### src/rtl/alu_pkg.sv
// Shared definitions for the ALU operation issue stage: ALU op codes and RV32I major opcodes.
package alu_pkg;

    localparam int unsigned DEFAULT_DATA_WIDTH    = 32;
    localparam int unsigned DEFAULT_OPCODE_LENGTH = 4;

    typedef enum logic [3:0] {
        AluAnd = 4'b0000,
        AluOr  = 4'b0001,
        AluAdd = 4'b0010,
        AluSll = 4'b0011,
        AluSrl = 4'b0100,
        AluSub = 4'b0101,
        AluSra = 4'b0110,
        AluSlt = 4'b0111,
        AluEq  = 4'b1000,
        AluNe  = 4'b1001,
        AluLt  = 4'b1010,
        AluGe  = 4'b1011,
        AluXor = 4'b1100,
        AluLui = 4'b1101
    } alu_op_t;

    localparam logic [6:0] OpcOp     = 7'b0110011;
    localparam logic [6:0] OpcOpImm  = 7'b0010011;
    localparam logic [6:0] OpcLoad   = 7'b0000011;
    localparam logic [6:0] OpcStore  = 7'b0100011;
    localparam logic [6:0] OpcBranch = 7'b1100011;
    localparam logic [6:0] OpcLui    = 7'b0110111;
    localparam logic [6:0] OpcAuipc  = 7'b0010111;
    localparam logic [6:0] OpcJal    = 7'b1101111;
    localparam logic [6:0] OpcJalr   = 7'b1100111;

endpackage

### src/rtl/alu_issue_skid.sv
// Two-entry registered valid/ready buffer. The head entry register drives the output directly,
// so the payload only changes when the head is consumed or the buffer was empty.
module alu_issue_skid #(
    parameter int unsigned Width = 8
) (
    input  logic             clk_i,
    input  logic             rst_i,
    input  logic             flush_i,
    input  logic             in_valid_i,
    output logic             in_ready_o,
    input  logic [Width-1:0] in_data_i,
    output logic             out_valid_o,
    input  logic             out_ready_i,
    output logic [Width-1:0] out_data_o
);

    localparam logic [1:0] Empty = 2'd0;
    localparam logic [1:0] One   = 2'd1;
    localparam logic [1:0] Full  = 2'd2;

    logic [1:0]       count_q, count_d;
    logic [Width-1:0] head_q, head_d;
    logic [Width-1:0] tail_q, tail_d;
    logic             in_ready_q, in_ready_d;
    logic             out_valid_q, out_valid_d;
    logic             push, pop;

    assign push = in_valid_i & in_ready_q;
    assign pop  = out_valid_q & out_ready_i;

    always_comb begin
        count_d = count_q;
        head_d  = head_q;
        tail_d  = tail_q;
        if (flush_i) begin
            count_d = Empty;
        end else begin
            case (count_q)
                Empty: begin
                    if (push) begin
                        head_d  = in_data_i;
                        count_d = One;
                    end
                end
                One: begin
                    case ({push, pop})
                        2'b11: head_d = in_data_i;
                        2'b10: begin
                            tail_d  = in_data_i;
                            count_d = Full;
                        end
                        2'b01: count_d = Empty;
                        default: ;
                    endcase
                end
                Full: begin
                    // in_ready is low here, so only a pop can happen
                    if (pop) begin
                        head_d  = tail_q;
                        count_d = One;
                    end
                end
                default: count_d = Empty;
            endcase
        end
        in_ready_d  = (count_d != Full);
        out_valid_d = (count_d != Empty);
    end

    always_ff @(posedge clk_i) begin
        if (rst_i) begin
            count_q     <= Empty;
            head_q      <= '0;
            tail_q      <= '0;
            in_ready_q  <= 1'b1;
            out_valid_q <= 1'b0;
        end else begin
            count_q     <= count_d;
            head_q      <= head_d;
            tail_q      <= tail_d;
            in_ready_q  <= in_ready_d;
            out_valid_q <= out_valid_d;
        end
    end

    assign in_ready_o  = in_ready_q;
    assign out_valid_o = out_valid_q;
    assign out_data_o  = head_q;

endmodule

### src/rtl/alu_op_issue.sv
// Decode-to-execute issue stage: encodes the ALU operation and operands from decoded fields and
// hands them to execute through a registered two-entry buffer.
module alu_op_issue #(
    parameter int unsigned DATA_WIDTH    = alu_pkg::DEFAULT_DATA_WIDTH,
    parameter int unsigned OPCODE_LENGTH = alu_pkg::DEFAULT_OPCODE_LENGTH
) (
    input  logic                     clk,
    input  logic                     reset,
    input  logic                     flush,
    input  logic                     in_valid,
    output logic                     in_ready,
    input  logic [6:0]               in_opcode,
    input  logic [2:0]               in_funct3,
    input  logic [6:0]               in_funct7,
    input  logic [DATA_WIDTH-1:0]    in_rs1,
    input  logic [DATA_WIDTH-1:0]    in_rs2,
    input  logic [DATA_WIDTH-1:0]    in_imm,
    input  logic [DATA_WIDTH-1:0]    in_pc,
    output logic                     out_valid,
    input  logic                     out_ready,
    output logic [DATA_WIDTH-1:0]    SrcA,
    output logic [DATA_WIDTH-1:0]    SrcB,
    output logic [OPCODE_LENGTH-1:0] Operation,
    output logic                     out_branch,
    output logic                     out_illegal
);

    import alu_pkg::*;

    localparam int unsigned PayloadW = OPCODE_LENGTH + 2 * DATA_WIDTH + 2;

    alu_op_t                  enc_op;
    logic [DATA_WIDTH-1:0]    enc_a, enc_b, shamt;
    logic                     enc_branch, enc_illegal;
    logic [OPCODE_LENGTH-1:0] enc_op_bits;
    logic [PayloadW-1:0]      in_data, out_data;

    assign shamt = {{(DATA_WIDTH - 5){1'b0}}, in_imm[4:0]};

    always_comb begin
        enc_op      = AluAnd;
        enc_a       = '0;
        enc_b       = '0;
        enc_branch  = 1'b0;
        enc_illegal = 1'b0;
        case (in_opcode)
            OpcOp: begin
                enc_a = in_rs1;
                enc_b = in_rs2;
                case (in_funct3)
                    3'b000:  enc_op = in_funct7[5] ? AluSub : AluAdd;
                    3'b001:  enc_op = AluSll;
                    3'b010:  enc_op = AluSlt;
                    3'b100:  enc_op = AluXor;
                    3'b101:  enc_op = in_funct7[5] ? AluSra : AluSrl;
                    3'b110:  enc_op = AluOr;
                    3'b111:  enc_op = AluAnd;
                    default: enc_illegal = 1'b1;
                endcase
            end
            OpcOpImm: begin
                enc_a = in_rs1;
                enc_b = in_imm;
                case (in_funct3)
                    3'b000: enc_op = AluAdd;
                    3'b001: begin
                        enc_op      = AluSll;
                        enc_b       = shamt;
                        enc_illegal = (in_funct7 != 7'b0);
                    end
                    3'b010: enc_op = AluSlt;
                    3'b100: enc_op = AluXor;
                    3'b101: begin
                        enc_op = in_funct7[5] ? AluSra : AluSrl;
                        enc_b  = shamt;
                    end
                    3'b110:  enc_op = AluOr;
                    3'b111:  enc_op = AluAnd;
                    default: enc_illegal = 1'b1;
                endcase
            end
            OpcLoad, OpcStore: begin
                enc_op = AluAdd;
                enc_a  = in_rs1;
                enc_b  = in_imm;
            end
            OpcBranch: begin
                enc_a      = in_rs1;
                enc_b      = in_rs2;
                enc_branch = 1'b1;
                case (in_funct3)
                    3'b000:  enc_op = AluEq;
                    3'b001:  enc_op = AluNe;
                    3'b100:  enc_op = AluLt;
                    3'b101:  enc_op = AluGe;
                    default: enc_illegal = 1'b1;
                endcase
            end
            OpcLui: begin
                enc_op = AluLui;
                enc_b  = in_imm;
            end
            OpcAuipc: begin
                enc_op = AluAdd;
                enc_a  = in_pc;
                enc_b  = in_imm;
            end
            OpcJal, OpcJalr: begin
                // ALU computes the link address pc + 4
                enc_op = AluAdd;
                enc_a  = in_pc;
                enc_b  = DATA_WIDTH'(4);
            end
            default: enc_illegal = 1'b1;
        endcase
        // Illegal entries still flow downstream but carry a clean zero payload
        if (enc_illegal) begin
            enc_op     = AluAnd;
            enc_a      = '0;
            enc_b      = '0;
            enc_branch = 1'b0;
        end
    end

    assign enc_op_bits = OPCODE_LENGTH'(enc_op);
    assign in_data     = {enc_op_bits, enc_a, enc_b, enc_branch, enc_illegal};

    alu_issue_skid #(
        .Width(PayloadW)
    ) u_skid (
        .clk_i      (clk),
        .rst_i      (reset),
        .flush_i    (flush),
        .in_valid_i (in_valid),
        .in_ready_o (in_ready),
        .in_data_i  (in_data),
        .out_valid_o(out_valid),
        .out_ready_i(out_ready),
        .out_data_o (out_data)
    );

    assign {Operation, SrcA, SrcB, out_branch, out_illegal} = out_data;

endmodule

### config.mk
export PLATFORM = sky130hd
export DESIGN_NAME = alu_op_issue
export DESIGN_NICKNAME = d
export VERILOG_FILES = /design/src/rtl/alu_pkg.sv /design/src/rtl/alu_issue_skid.sv /design/src/rtl/alu_op_issue.sv
export SDC_FILE = /design/constraint.sdc
export NUM_CORES = 1
export LEC_CHECK = 0
export ABC_AREA = 1
export BUFFER_PORTS_ARGS = -buffer_cell sky130_fd_sc_hd__buf_4
export CAP_MARGIN = 20
export CORE_MARGIN = 4
export CORE_UTILIZATION = 50
export DETAILED_ROUTE_END_ITERATION = 7
export PLACE_DENSITY = 0.78
export RECOVER_POWER = 50
export SETUP_SLACK_MARGIN = 0.02
export SLEW_MARGIN = 25
export SYNTH_ARGS = -nofsm -noshare
export SYNTH_HDL_FRONTEND = slang
export SYNTH_SLANG_ARGS = --single-unit
### constraint.sdc
create_clock -name clk -period 2.1 [get_ports clk]
set_input_delay 0.315 -clock clk [delete_from_list [all_inputs] [get_ports clk]]
set_output_delay 0.315 -clock clk [all_outputs]
set_load 0.02 [all_outputs]
==> Word level (Yosys, flattened, before mapping) <==
Cells that the tools add are included.
{ "word_totals": {"out_inout_bits": 72, "reg_bits": 144, "elab_cells": 77, "in_bits": 150} }
{ "classes": {"reduce_logical": 18, "n_mux": 27, "n_eq_ne": 24, "n_bitwise": 3} }
{ "ops": {"columns": ["operator", "count"], "rows": [
  ["$mux W70", 3],
  ["$pmux W70 S3", 1],
  ["$pmux W32 S4", 1],
  ["$mux W32", 3],
  ["$pmux W32 S2", 1],
  ["$pmux W4 S6", 2],
  ["$eq A7 B6 Y1 const B", 3],
  ["$eq A7 B7 Y1 const B", 3],
  ["$pmux W4 S5", 1],
  ["$pmux W4 S4", 1],
  ["$eq A7 B5 Y1 const B", 2],
  ["$eq A3 B3 Y1 const B", 4],
  ["$reduce_or A6 Y1", 2],
  ["$reduce_or A5 Y1", 2],
  ["$mux W2", 4],
  ["$reduce_or A4 Y1", 2],
  ["$eq A7 B2 Y1 const B", 1],
  ["$reduce_bool A7 Y1", 1],
  ["$reduce_or A7 Y1", 1],
  ["$eq A2 B2 Y1 const B", 3],
  ["$pmux W2 S3", 1],
  ["$reduce_or A2 Y1", 3],
  ["$reduce_and A5 Y1", 1],
  ["$eq A2 B1 Y1 const B", 2],
  ["18 further kinds", 24]
]} }

==> Depth between registers and ports, before layout <==
{ "depth": {"ltp_word": 7, "depth_mapped": 11, "ltp_nobuf": 10} }

==> By module <==
A second synthesis with hierarchy kept.
{ "unflattened": {"hier_cells": 1514, "area_unflattened_um2": 8520.7} }
{ "modules_own_cells": {"columns": ["module", "n_inst", "seq_area_each_um2", "cells_each", "area_each_um2"], "rows": [
  ["alu_issue_skid", 1, 2882.8, 1009, 6408.6],
  ["alu_op_issue", 1, 0.0, 505, 2112.0]
]} }

==> Worst setup path before layout <==
Ideal clock, no wire load.
{ "synth_path": {"path_kind": "register to register", "startpoint": "register u_skid.in_ready_q (netlist: u_skid.in_ready_o)", "endpoint": "register u_skid.tail_q[0]", "period_less_slack_ns": 1.704, "setup_slack_ns": 0.396, "t_arrival_ns": 1.588, "stages_incl_launch_ff": 11, "required_time_ns": 1.984, "setup_time_ns": 0.116, "n_path_buf": 2, "path_cell_list": "dfxtp_1 > nand2_1 > inv_1 > ha_1 > nand3_1 > inv_1 > clkbuf_1 > buf_2 > nand2_1 > o211ai_1 > inv_1"} }
{ "synth_between": {"elab_chain_cells": 3} }
{ "synth_rtl": {"columns": ["item", "line_no", "text"], "rows": [
  ["from (decl)", "alu_issue_skid.sv:24", "logic in_ready_q, in_ready_d;"],
  ["from (signal assigned)", "alu_issue_skid.sv:81", "in_ready_q <= in_ready_d;"],
  ["$and A1 B1 Y1", "alu_issue_skid.sv:28", "assign push = in_valid_i & in_ready_q;"],
  ["$eq A2 B2 Y1", "alu_issue_skid.sv:46", "case ({push, pop})"],
  ["$reduce_and A3 Y1 (no source line)", null, null],
  ["to (signal assigned)", "alu_issue_skid.sv:80", "tail_q <= tail_d;"],
  ["to (decl)", "alu_issue_skid.sv:23", "logic [Width-1:0] tail_q, tail_d;"]
]} }
No other way between the ends.
A chain may end at the register's enable or synchronous reset.

==> Final worst setup path <==
{ "layout_path": {"startpoint": "register u_skid.count_q[0]", "endpoint": "register u_skid.head_q[6] (netlist: u_skid.out_data_o[6])"} }
{ "layout_between": {"elab_chain_cells": 3, "elab_cells_between_ends": 9, "classes_between": "eq/ne: 5; mux: 1; reduce/logical: 3"} }
{ "layout_rtl": {"columns": ["item", "line_no", "text"], "rows": [
  ["from (decl)", "alu_issue_skid.sv:21", "logic [1:0] count_q, count_d;"],
  ["from (signal assigned)", "alu_issue_skid.sv:72", "count_q <= Empty;"],
  ["from (signal assigned)", "alu_issue_skid.sv:78", "count_q <= count_d;"],
  ["$eq A2 B2 Y1, or another cell as far along", "alu_issue_skid.sv:38", "case (count_q)"],
  ["$ne A2 B1 Y1 (no source line), or another cell as far along", null, null],
  ["$reduce_and A5 Y1 (no source line)", null, null],
  ["to (signal assigned)", "alu_issue_skid.sv:73", "head_q <= '0;"],
  ["to (signal assigned)", "alu_issue_skid.sv:79", "head_q <= head_d;"],
  ["to (decl)", "alu_issue_skid.sv:22", "logic [Width-1:0] head_q, head_d;"]
]} }
Several ways; a longest one is shown, not always the timed one.

==> impl_results.html <==
<table>
<tr><th>Metric</th><th>Value</th></tr>
<tr><th colspan="2">Run status</th></tr>
<tr><td>Result of the run</td><td>completed</td></tr>
<tr><th colspan="2">Cells and area</th></tr>
<tr><td>Signed area change from the synthesized netlist to the final layout</td><td>29.8%</td></tr>
<tr><td>Area taken by flip-flops and latches</td><td>0.00288 mm2</td></tr>
<tr><td>Multi-input gate area</td><td>0.00372 mm2</td></tr>
<tr><td>Antenna diode count</td><td>0</td></tr>
<tr><td>Nets@finish</td><td>1397</td></tr>
<tr><td>Fraction of the core area covered by cells at the end of the flow</td><td>66.5%</td></tr>
<tr><td>Fraction of final layout cells with drive strength greater than 1</td><td>16.6%</td></tr>
<tr><td>Number of fillers in the final layout</td><td>1316</td></tr>
<tr><th colspan="2">Clock network</th></tr>
<tr><td>Number of H-tree branching levels</td><td>4</td></tr>
<tr><td>Clock tree from TritonCTS</td><td>done</td></tr>
<tr><td>Clock-pin slew of the registers on the worst-case setup and hold paths</td><td>60 ps</td></tr>
<tr><td>Clk_lat worst skew</td><td>420 ps</td></tr>
<tr><td>Sink Count</td><td>144</td></tr>
<tr><td>Clock Tree Buf Depth</td><td>2</td></tr>
<tr><td>CTS buffer count</td><td>17</td></tr>
<tr><td>Hold buffer count at cts</td><td>0</td></tr>
<tr><td>Cell at the root of the clock tree</td><td>clkbuf_16</td></tr>
<tr><th colspan="2">Global routing</th></tr>
<tr><td>Number of global-route vias before repair</td><td>7404</td></tr>
<tr><td>Aggregate global-route resource usage</td><td>25.7%</td></tr>
<tr><td>Busiest grt layer</td><td>met2</td></tr>
<tr><td>Met2 layer usage reported by global route</td><td>44.0%</td></tr>
<tr><td>Total overflow reported by the global router</td><td>0</td></tr>
<tr><td>Antenna violations before repair</td><td>0</td></tr>
<tr><td>Pin count of the biggest net entering global routing</td><td>75</td></tr>
<tr><td>GR Layer Usage met3</td><td>6.27%</td></tr>
<tr><td>Met1 global-route usage</td><td>31.5%</td></tr>
<tr><td>First-pass GRT wire length</td><td>34.8 mm</td></tr>
<tr><th colspan="2">Timing</th></tr>
<tr><td>Fin crit period</td><td>1890 ps</td></tr>
<tr><td>Final max-slew violation count</td><td>0</td></tr>
<tr><td>RSZ-0062 raised after global routing</td><td>false</td></tr>
<tr><td>Slew at the pin with the worst max-slew slack</td><td>785 ps</td></tr>
<tr><td>Achievable Freq</td><td>530 MHz</td></tr>
<tr><td>Worst hold slack after final layout</td><td>108 ps</td></tr>
<tr><td>Number of hold violations in the final report</td><td>0</td></tr>
<tr><td>Largest clock skew in the final design</td><td>5.16 ps</td></tr>
<tr><td>Period Utilization, post-route</td><td>89.9%</td></tr>
<tr><td>Total negative slack for setup checks</td><td>0 ps</td></tr>
<tr><td>Final setup violation count</td><td>0</td></tr>
<tr><td>Max-slew headroom</td><td>47.6%</td></tr>
<tr><th colspan="2">Floorplan</th></tr>
<tr><td>I/O pin total</td><td>222</td></tr>
<tr><td>Number of placement rows</td><td>43</td></tr>
<tr><td>Die Outline Area</td><td>0.0162 mm2</td></tr>
<tr><td>Horiz. Die Dim</td><td>127 um</td></tr>
<tr><td>Initial standard-cell utilization of the core</td><td>51.2%</td></tr>
<tr><td>Floorplan Core Area</td><td>0.0139 mm2</td></tr>
<tr><td>Die Y</td><td>127 um</td></tr>
<tr><th colspan="2">Setup path</th></tr>
<tr><td>Crit path cell chain</td><td>nor2_1 -&gt; inv_1 -&gt; buf_12 -&gt; nand3_1 -&gt; a21oi_1</td></tr>
<tr><td>Crit path kind</td><td>register to register</td></tr>
<tr><td>WP data arrival</td><td>2230 ps</td></tr>
<tr><td>Data required time at the worst endpoint</td><td>2450 ps</td></tr>
<tr><td>Critical-path top delay cell</td><td>inv_1</td></tr>
<tr><td>Crit end category</td><td>register</td></tr>
<tr><td>Peak per-stage delay on the critical path</td><td>600 ps</td></tr>
<tr><td>Startpoint kind of the worst setup timing path</td><td>register</td></tr>
<tr><td>Top fanout value on the critical path</td><td>52</td></tr>
<tr><td>Reg-to-reg setup timing slack</td><td>210 ps</td></tr>
<tr><th colspan="2">Logic synthesis</th></tr>
<tr><td>Ys flop type</td><td>dfxtp_1</td></tr>
<tr><td>Count of flip-flops with a built-in enable after synthesis</td><td>0</td></tr>
<tr><td>Total of flip-flops plus latches after synthesis</td><td>144</td></tr>
<tr><td>Number of warning messages in the yosys log</td><td>0</td></tr>
<tr><td>Average cell area after synthesis</td><td>6.63 um2</td></tr>
<tr><td>Number of distinct standard cells referenced by the synthesized netlist</td><td>25</td></tr>
<tr><td>Post-Synthesis Cells</td><td>1072</td></tr>
<tr><td>Async SR Flop Fraction</td><td>0%</td></tr>
<tr><td>Portion of the post-synthesis area used by sequential elements</td><td>40.6%</td></tr>
<tr><td>Syn Nets</td><td>1224</td></tr>
<tr><td>Total standard cell area after synthesis</td><td>0.00711 mm2</td></tr>
<tr><th colspan="2">Flow run</th></tr>
<tr><td>Max cap viols</td><td>0</td></tr>
<tr><th colspan="2">Detailed routing</th></tr>
<tr><td>DR WL/cell</td><td>14.8 um</td></tr>
<tr><td># DRC</td><td>0</td></tr>
<tr><td>Routed vias</td><td>7883</td></tr>
<tr><td>Violation count after the first detailed-routing iteration</td><td>650</td></tr>
<tr><td>Routed WL</td><td>21.3 mm</td></tr>
<tr><td>Number of detailed-route iterations in the first pass</td><td>5</td></tr>
<tr><td>Remaining antenna violation count after routing</td><td>0</td></tr>
<tr><td>Number of vias per cell after detailed routing</td><td>5.48</td></tr>
<tr><th colspan="2">Power</th></tr>
<tr><td>Worst vdd rail ir drop</td><td>0.663 mV</td></tr>
<tr><td>PwrDens</td><td>754 mW/mm2</td></tr>
<tr><td>Reported leakage power</td><td>0.00388 uW</td></tr>
<tr><td>Sequential cell fraction of total power</td><td>42.1%</td></tr>
<tr><td>Design internal power</td><td>5160 uW</td></tr>
<tr><td>Switching fraction of total power</td><td>25.9%</td></tr>
<tr><td>Power share of the clock group</td><td>45.0%</td></tr>
<tr><td>Total net switching power</td><td>1800 uW</td></tr>
<tr><td>Combinational Power Share</td><td>12.9%</td></tr>
<tr><th colspan="2">Hold path</th></tr>
<tr><td>Worst hold-check path type</td><td>input port to register</td></tr>
<tr><th colspan="2">Place</th></tr>
<tr><td>Port-buffer cells</td><td>221</td></tr>
<tr><td>Half-perimeter wire length after detailed placement</td><td>13.9 mm</td></tr>
<tr><td>Final Wtd Congestion</td><td>0.879</td></tr>
</table>
==> worst max-delay path, delay by kind of cell, from the launching register on <==
kind	cells	cell delay, ps
AOI/OAI and AO/OA	1	160
buffers and inverters	2	950
DFF	1	420
and+or+nand+nor	2	280
==> cells in the mapped netlist, types with 2 or more instances <==
master	number	area [um2]
buf_2	23	115
o211ai_1	2	15.0
dfxtp_1	144	2880
nor3_1	4	20.0
a21oi_1	210	1050
inv_2	2	7.51
ha_1	2	25.0
nand2_1	281	1050
nand3_1	131	656
nor2_1	30	113
inv_1	27	101
buf_6	5	56.3
clkbuf_1	59	221
o21ai_0	141	706
==> sequential cells by signal, summed over array words and instances, names as in the netlist <==
register            cells
u_skid.out_data_o      70
u_skid.tail_q          70
u_skid.count_q          2
u_skid.in_ready_o       1
u_skid.out_valid_o      1
==> cell usage in the layout (no fill, tap or decap), types with 2 or more instances in the layout <==
master	count
clkbuf_8	2
a21oi_1	210
nand3_1	131
ha_1	2
buf_4	160
inv_1	26
buf_12	9
clkbuf_16	17
clkinvlp_4	8
o21ai_0	141
clkinv_2	2
o211ai_1	2
nand2_1	281
nor3_1	4
bufinv_16	3
nor2_1	30
clkbuf_1	73
dfxtp_1	144
==> power groups by stage <==
stage / registers (uW) / logic [uW] / clock network, uW
CTS: 2930 / 980 / 3160
detailed placement: 2990 / 974 / 0
global placement: 2990 / 963 / 0
floorplan: 3100 / 362 / 0
global route: 2940 / 994 / 3290
finish: 2930 / 899 / 3130
==> what timing repair did <==
item                                    CTS  global route
setup buffers                             0             0
resized for setup                         0             1
endpoints found under the setup margin    0             1
==> metal layers <==
layer	part of all wire, %	wire length, um	up-vias
li1	-	-	3986
met2	49	10300	280
met1	43	9070	3585
met5	0	0	-
met4	1.8	385	0
met3	6.8	1450	32
==> cell families (layout without fill, tap and decap cells) <==
group	count (synthesis)	after routing	share of synthesized area (%)
buffers and inverters	118	304	7.17
and+or+nand+nor	449	449	26.3
AOI/OAI and AO/OA	359	359	25.7
DFF	144	144	40.6
adders and majority gates	2	2	0.352
==> worst paths after layout <==
check | startpoint | endpoint | depth (start not counted)
setup / recovery | u_skid.count_q[0] | u_skid.out_data_o[6] | 5
setup reg to reg | u_skid.count_q[0] | u_skid.out_data_o[6] | 5
hold reg to reg | u_skid.tail_q[0] | u_skid.tail_q[0] | 2
hold / removal | reset | u_skid.count_q[0] | 2
==> layout make-up <==
cell class              count  area share [%]
multi-input cells         810            40.4
flip-flops and latches    144            31.2
repair buffers            242            18.0
clock buffers              20            4.95
well taps                 180            2.44
clock inverters            12            1.72
inverters                  30            1.25
==> stage by stage <==
stage	area (um2)	worst slack, ps	std cells	power [uW]
floorplan	7110	396	1072	3460
global placement	8880	275	1406	3950
detailed placement	8880	251	1406	3960
CTS	9500	290	1438	7070
global route	9230	18.0	1438	7230
finish	9230	212	1438	6960
Note: power is estimated with default switching activity, not from simulation.
